===== config.mk =====
export PLATFORM = sky130hd
export DESIGN_NAME = tmds_symbol_decoder
export DESIGN_NICKNAME = d
export VERILOG_FILES = /design/src/rtl/tmds_symbol_decoder.sv
export SDC_FILE = /design/constraint.sdc
export NUM_CORES = 1
export LEC_CHECK = 0
export ABC_AREA = 1
export CAP_MARGIN = 10
export CORE_MARGIN = 4
export CORE_UTILIZATION = 30
export CTS_BUF_LIST = sky130_fd_sc_hd__clkbuf_2
export CTS_CLUSTER_SIZE = 30
export DETAILED_ROUTE_END_ITERATION = 8
export GPL_TIMING_DRIVEN = 0
export SLEW_MARGIN = 30
export SYNTH_ARGS = -nofsm -noshare
export SYNTH_HDL_FRONTEND = slang
export SYNTH_SLANG_ARGS = --single-unit

===== constraint.sdc =====
create_clock -name clk_in -period 2.8 [get_ports clk_in]
set_clock_uncertainty 0.1 [all_clocks]
set_input_delay 0.56 -clock clk_in [delete_from_list [all_inputs] [get_ports clk_in]]
set_output_delay 0.56 -clock clk_in [all_outputs]
set_load 0.01 [all_outputs]

===== src/rtl/tmds_symbol_decoder.sv =====
// tmds_symbol_decoder: TMDS 10b->8b decode with control-token word alignment, bit-slip search and lock tracking
module tmds_symbol_decoder #(
    parameter int LOCK_RUN = 16,
    parameter int SEARCH_WIN = 2048,
    parameter int GAP_MAX = 4096
) (
    input  logic       clk_in,
    input  logic       rst_in,
    input  logic       sym_valid,
    input  logic [9:0] sym_in,
    output logic       out_valid,
    output logic [7:0] data_out,
    output logic [1:0] ctrl_out,
    output logic       de_out,
    output logic       locked,
    output logic       bitslip
);
    localparam int SLIP_LEN = 16;
    localparam int RW = $clog2(LOCK_RUN + 1);
    localparam int WW = $clog2(SEARCH_WIN + 1);
    localparam int GW = $clog2(GAP_MAX + 1);
    localparam int SW = $clog2(SLIP_LEN + 1);
    localparam logic [9:0] T00 = 10'b1101010100;
    localparam logic [9:0] T01 = 10'b0010101011;
    localparam logic [9:0] T10 = 10'b0101010100;
    localparam logic [9:0] T11 = 10'b1010101011;

    typedef enum logic [1:0] {SEARCH, SLIP_WAIT, LOCKED} state_t;

    state_t state, state_nxt;
    logic [RW-1:0] run, run_nxt;
    logic [WW-1:0] win, win_nxt;
    logic [GW-1:0] gap, gap_nxt;
    logic [SW-1:0] slip, slip_nxt;
    logic slip_req, is_tok, take;
    logic [1:0] tok_val;
    logic [7:0] q, x, dec;

    assign is_tok = (sym_in == T00) || (sym_in == T01) || (sym_in == T10) || (sym_in == T11);
    assign tok_val = {(sym_in == T10) || (sym_in == T11), (sym_in == T01) || (sym_in == T11)};
    assign q = sym_in[9] ? ~sym_in[7:0] : sym_in[7:0];
    assign x = q ^ {q[6:0], 1'b0};
    assign dec = {sym_in[8] ? x[7:1] : ~x[7:1], q[0]};
    assign take = sym_valid && (state == LOCKED);
    assign locked = (state == LOCKED);

    always_comb begin
        state_nxt = state;
        run_nxt = run;
        win_nxt = win;
        gap_nxt = gap;
        slip_nxt = slip;
        slip_req = 1'b0;
        if (sym_valid) begin
            case (state)
                SEARCH: begin
                    run_nxt = !is_tok ? '0 : (run == RW'(LOCK_RUN)) ? run : run + RW'(1);
                    win_nxt = (win == WW'(SEARCH_WIN)) ? win : win + WW'(1);
                    if (is_tok && run >= RW'(LOCK_RUN - 1)) begin
                        state_nxt = LOCKED;
                        run_nxt = '0;
                        win_nxt = '0;
                    end else if (win >= WW'(SEARCH_WIN - 1)) begin
                        state_nxt = SLIP_WAIT;
                        slip_req = 1'b1;
                        run_nxt = '0;
                        win_nxt = '0;
                    end
                end
                SLIP_WAIT: begin
                    state_nxt = (slip >= SW'(SLIP_LEN - 1)) ? SEARCH : SLIP_WAIT;
                    slip_nxt = (slip >= SW'(SLIP_LEN - 1)) ? '0 : slip + SW'(1);
                end
                LOCKED: begin
                    state_nxt = (!is_tok && gap >= GW'(GAP_MAX - 1)) ? SEARCH : LOCKED;
                    gap_nxt = (is_tok || gap >= GW'(GAP_MAX - 1)) ? '0 : gap + GW'(1);
                end
                default: state_nxt = SEARCH;
            endcase
        end
    end

    always_ff @(posedge clk_in or negedge rst_in) begin
        if (!rst_in) begin
            state <= SEARCH;
            run <= '0;
            win <= '0;
            gap <= '0;
            slip <= '0;
            out_valid <= 1'b0;
            data_out <= '0;
            ctrl_out <= '0;
            de_out <= 1'b0;
            bitslip <= 1'b0;
        end else begin
            state <= state_nxt;
            run <= run_nxt;
            win <= win_nxt;
            gap <= gap_nxt;
            slip <= slip_nxt;
            out_valid <= take;
            bitslip <= slip_req;
            if (take) begin
                de_out <= !is_tok;
                data_out <= is_tok ? data_out : dec;
                ctrl_out <= is_tok ? tok_val : ctrl_out;
            end
        end
    end
endmodule


# Word-level counts from Yosys, hierarchy flattened
# Index checks and enable logic that the tools add are counted.
# classes
reduce_logical	18
mux	20
bitwise	4
addsub	4
eq_ne	11
magnitude_cmp	4
# ops
op	count
2-to-1 mux 12 bit	3
2-to-1 mux 5 bit	5
== test 10 bit, second input constant	2
adder 13 x 1 -> 13 bit, second input constant	1
>= comparator 13 x 12 -> 1 bit, second input constant	1
2-to-1 mux 13 bit	1
adder 12 x 1 -> 12 bit, second input constant	1
== test 12 bit, second input constant	1
>= comparator 12 x 11 -> 1 bit, second input constant	1
adder 5 x 1 -> 5 bit, second input constant	2
== test 10 x 8 -> 1 bit, second input constant	1
== test 10 x 9 -> 1 bit, second input constant	1
>= comparator 5 x 4 -> 1 bit, second input constant	2
AND reduction 2 bit	5
2-to-1 mux 8 bit	1
inverter 8 bit	1
XOR 8 bit	1
2-to-1 mux 7 bit	1
inverter 7 bit	1
logical OR 1 bit	6
2-to-1 mux 2 bit	3
one-hot mux 2 bit (3 select lines)	1
AND reduction 3 bit	2
== test 5 bit, second input constant	1
other kinds (10)	16
# totals
input_bits	13
regBits	50
elab_cells	71
output_inout_bits	14

# Depth between registers and ports, before layout
# logic_depth
ltp_word	8
ltp_mapped	12
ltp_nobuf	12

# Worst setup path before layout
# OpenSTA, ideal clock, no wires.
# synth_timing
path_kind	input to register
start	input port sym_in[8]
end	register win[7]
setup_ps	119
path_slack_ps	1061
cell_stages	10
arrival_ps	1520
path_buffers	1
cell_sequence	buf_4 -> inv_2 -> nand2_1 -> nor2_1 -> nand3_2 -> nand2_4 -> nand2_4 -> nand2_4 -> nor2_1 -> o21a_1
# synth_between
elab_chain_cells	7
# synth_rtl
item	line	text
start, declared	10	input logic [9:0] sym_in,
== test 10 bit / == test 10 x 8 -> 1 bit (equally long branches)	39	assign is_tok = (sym_in == T00) || (sym_in == T01) || (sym_in == T10) || (sym_in == T11);
logical OR 1 bit (2 in a row)	39	
logical OR 1 bit *	39	
logical AND 1 bit *	59	if (is_tok && run >= RW'(LOCK_RUN - 1)) begin
!= test 3 x 1 -> 1 bit (no source line)	n/a	
AND reduction 3 bit (no source line)	n/a	
end signal, assigned	98	win <= win_nxt;
end, declared	32	logic [WW-1:0] win, win_nxt;
# Mark *: on every way between the ends. The rest lies on a longest branch, timed or not.
# A chain may end at the register's enable or synchronous reset.

# Worst setup path after layout
# layout_timing
start	register state[0]
end	output port locked
# layout_between
elab_chain_cells	1
# layout_rtl
item	line	text
start, declared	30	state_t state, state_nxt;
start signal, assigned	96	state <= state_nxt;
== test 2 bit	45	assign locked = (state == LOCKED);
end, declared	15	output logic locked,
# No other way between the ends.

==> metrics list <==
- In the final design database the tool counted 394 nets.
- Global-route track usage on met1: 0.131
- For this run, the leading register cell type out of synthesis is dfrtp_1.
* Number of max-slew violations in the final report: 0
- Entering global routing, the biggest net connects 31 pins.
- Worst flop-to-flop path endpoint: slip[0]$_DFFE_PN0P_
* GRT overflow: 0
- Timing startpoint of the critical path: state[0]$_DFFE_PN0P_
- In the synthesized netlist the async set-or-reset flop fraction comes to 1.00.
* Fin cells: 482
- The die is between 100 and 150 um tall.
* Synth area leaders: dfrtp_1 46%, nand2_1 11%, nor2_1 6.4%
- Run status: finished clean
* Switching power share of the total: 0.281
* GRT Resource Usage Total: 0.105
* Number of design rule violations left after detail routing: 0
- Number of antenna violations at the first check in global routing: 0
- CTS saw 50 sinks.
* Starting utilization of the core area: 0.311
* Post-Synthesis Net Count: 360
- Post-route antenna net violation count: 0
* Number of cells on the worst reg-to-reg path: 7
- Synthesis produced 339 cells.
* Kind of capture point of the worst setup path: primary output
- In this run the most critical hold path is launched from sym_in[8].
- For this run, the register share of the synthesized area comes to 0.457.
* Most used standard cell by instance count after synthesis: nand2_1
* Max stage delay on crit path: 0.58 ns
- The H-tree generated during clock tree synthesis spans 2 levels.
* Pwr per Cell Area: slightly below 500 mW/mm^2
- Buffers plus inverters on the worst setup path: 1
* Slack of the critical path: between 0.4 and 0.5 ns
- Final number of hold-violating endpoints: 0
- Fraction of met3 tracks used by global routing: 0.0224
* Setup WS pre-CTS: 0.464 ns
- The number of antenna diodes in the final layout is 0.
* Met2 usage: 0.179
* Setup Viol. Count Final: 0
* Buffer depth of the longest clock path: 2
* Share of cells above drive strength 1: 0.0775
- HPWL after detailed placement: roughly 4 mm
* Combinational share of power: 0.170
- Top Ports: 27
* Max Clock Freq: 428 MHz
- The share of synthesized area in the top cell type comes to 0.457.
- TritonCTS built the clock tree.
* Maximum ir drop on the vdd rail: approximately 210 uV
- Data on the critical path is required at its endpoint by 2.14 ns.
- Setup repair after global routing left no endpoint under its margin.
- EDFF count, synth: 0
- Most area-hungry cell type in the Yosys netlist: dfrtp_1
* Master of the slowest instance on the critical path: clkdlybuf4s50_1
- Final routed wirelength across all metal layers: 5.22 mm
* Setup slack, reg-to-reg: 0.88 ns
* WL per Instance: 10.8 um
- Number of I/O port buffers: 25
- The cell sitting at the root of the clock tree is a clkbuf_2.
- Final Instance Area: 0.00324 sq mm
- After detailed routing, the number of vias per cell comes to 4.55.
* End point of the most critical hold path: data_out[1]$_DFFE_PN0P_
* Hold-critical path depth: 4
- Std-Cell Rows: 34
- Register clock-pin slew on the reported worst setup and hold paths: ~0.25 ns
- After clock tree synthesis, the setup repair step added 0 buffers.
- Number of resized instances in the post-cts repair step: 0
- The tool flagged a number of max-cap violations equal to 0.
- At the end of routability-driven placement, the weighted congestion stood at roughly 0.8.
- The worst register-to-register path begins at slip[0]$_DFFE_PN0P_.
* Static leakage power: 1.60 nW
- Summed over all nets, the switching power comes to 0.447 mW.
- Clock insertion delay at the later pin of the skew report: 0.43 ns
* Combined area of all synthesized cells: about 0.0027 sq mm
* Via count of the first global-routing pass: 2183
- Post-synth cell types: 29
- The tightest min-delay check is of the primary input to flop type.
* Synthesized flop and latch total: 50
* Sequential Power Share: 0.540
* Placed cell count: approximately 470
- Internal power comes to 1.15 mW.
- Kind of cell with the highest combined delay on the critical path: buffers and inverters
* Number of buffers added to fix hold violations after cts: 1
- Worst-path cell chain: nor2_4 -> clkdlybuf4s50_1
* Number of clock buffers inserted by TritonCTS: 5
- Worst rel slew slack: 0.721
- Iteration-0 DRC count of the detailed router: 58
* Avg Cell Area, Syn: between 8 and 9 sq um
* Die Outline Area: 0.0107 sq mm
- CP max FO: 5
* Synth top cells by count: 81 x nand2_1, 50 x dfrtp_1, 47 x nor2_1
- Area growth, synth to finish: 18.3%
* Sort of element at the start of the critical path: flop
- For this run, the number of Yosys warnings is 0.
- Category of the critical setup timing path: flop to primary output
- Summing all placed instances gives a cell area of 0.00314 sq mm.
- Final period demand of the worst path: 2.33 ns
- For this run, the detailed router's first-pass iteration total came to 4.
* Wire length of the first global-routing pass: 9.50 mm
- Least-Margin Pin Slew: 0.415 ns
- Dividing the final minimum period by the clock period gives 0.834.
- Of the total power, the clock network draws 0.290.
- Chip width: 104 um
- Data on the critical path arrives at its endpoint at 1.67 ns.
* Vias: 2193
- Most congested layer reported by global routing: met2
- The core region is slightly below 0.009 sq mm.
registers in the layout, summed over array words and instances, names as in the netlist:
register / flops
state: 2
win: 12
de_out: 1
bitslip: 1
run: 5
data_out: 8
ctrl_out: 2
gap: 13
out_valid: 1
slip: 5
cell families (layout without fill, tap and decap cells):
logic type	Yosys count	after routing	share of synthesized area
DFF	50	50	0.457
AOI/OAI and AO/OA	31	31	0.0608
adders and majority gates	8	8	0.0366
xor gates and xnor gates	28	28	0.0896
buffers and inverters	47	82	0.0695
muxes	1	1	0.00366
and+or+nand+nor	174	174	0.283
power by group through the flow:
stage               sequential, mW  clock, mW  combinational (mW)
floorplan                    0.860          0               0.193
global placement             0.870          0               0.261
detailed placement           0.874          0               0.273
CTS                          0.860      0.482               0.276
global route                 0.871      0.514               0.323
finish                       0.861      0.462               0.270
worst register-to-register path: stages (launching register included):
cell and delay (ns):
dfrtp_1 0.46, ha_1 0.22, nand2_1 0.07, nor2_1 0.04, ha_1 0.17, nor3_1 0.38, nand3_1 0.18, o31ai_1 0.22
worst max-delay path by stage:
stage	endpoint	slack, ns	cells after the start
finish	locked	0.47	2
detailed placement	win[7]$_DFFE_PN0P_	0.46	9
CTS	locked	0.42	2
global placement	data_out[4]$_DFFE_PN0P_	-0.48	1
global route	locked	0.33	2
floorplan	win[7]$_DFFE_PN0P_	1.06	10
layer usage:
layer | share of wire | vias up | routed length [um]
li1 | - | 1135 | -
met1 | 0.49 | 1028 | 2570
met2 | 0.47 | 26 | 2470
met3 | 0.023 | 4 | 122
met4 | 0.011 | 0 | 56
met5 | 0 | - | 0
cell usage in the layout, fill, tap and decap left out, types with 2 or more instances in the layout:
cell type / n
nor3_1: 2
ha_1: 8
clkinv_1: 2
o21ai_1: 7
nor2_1: 47
clkdlybuf4s50_1: 24
xnor2_1: 8
nor2_2: 2
inv_2: 5
buf_2: 2
o21ai_0: 12
bufinv_16: 2
nand2_1: 81
buf_4: 2
clkbuf_2: 5
a21oi_1: 8
nand3_1: 24
inv_1: 37
nor2_4: 3
nand4_1: 8
xor2_1: 20
dfrtp_1: 50
nand2_4: 4
stage by stage:
stage,power [mW],hold slack [ns],setup TNS (ns),utilization
floorplan,1.05,0.164,0,-
global placement,1.13,0.357,-23.78,0.355
detailed placement,1.15,0.362,0,0.357
CTS,1.62,0.309,0,0.368
global route,1.71,0.276,0,0.368
finish,1.59,0.340,0,0.368
cell type report:
| class | instances | area [sq um] |
|---|---|---|
| fillers | 907 | 5570 |
| multi-input cells | 242 | 1300 |
| flip-flops and latches | 50 | 1250 |
| repair buffers | 27 | 278 |
| inverters | 43 | 161 |
| well taps | 108 | 135 |
| clock inverters | 3 | 63.8 |
| plain buffers | 4 | 28.8 |
| clock buffers | 5 | 25.0 |
Note: power is estimated with default switching activity, not from simulation.
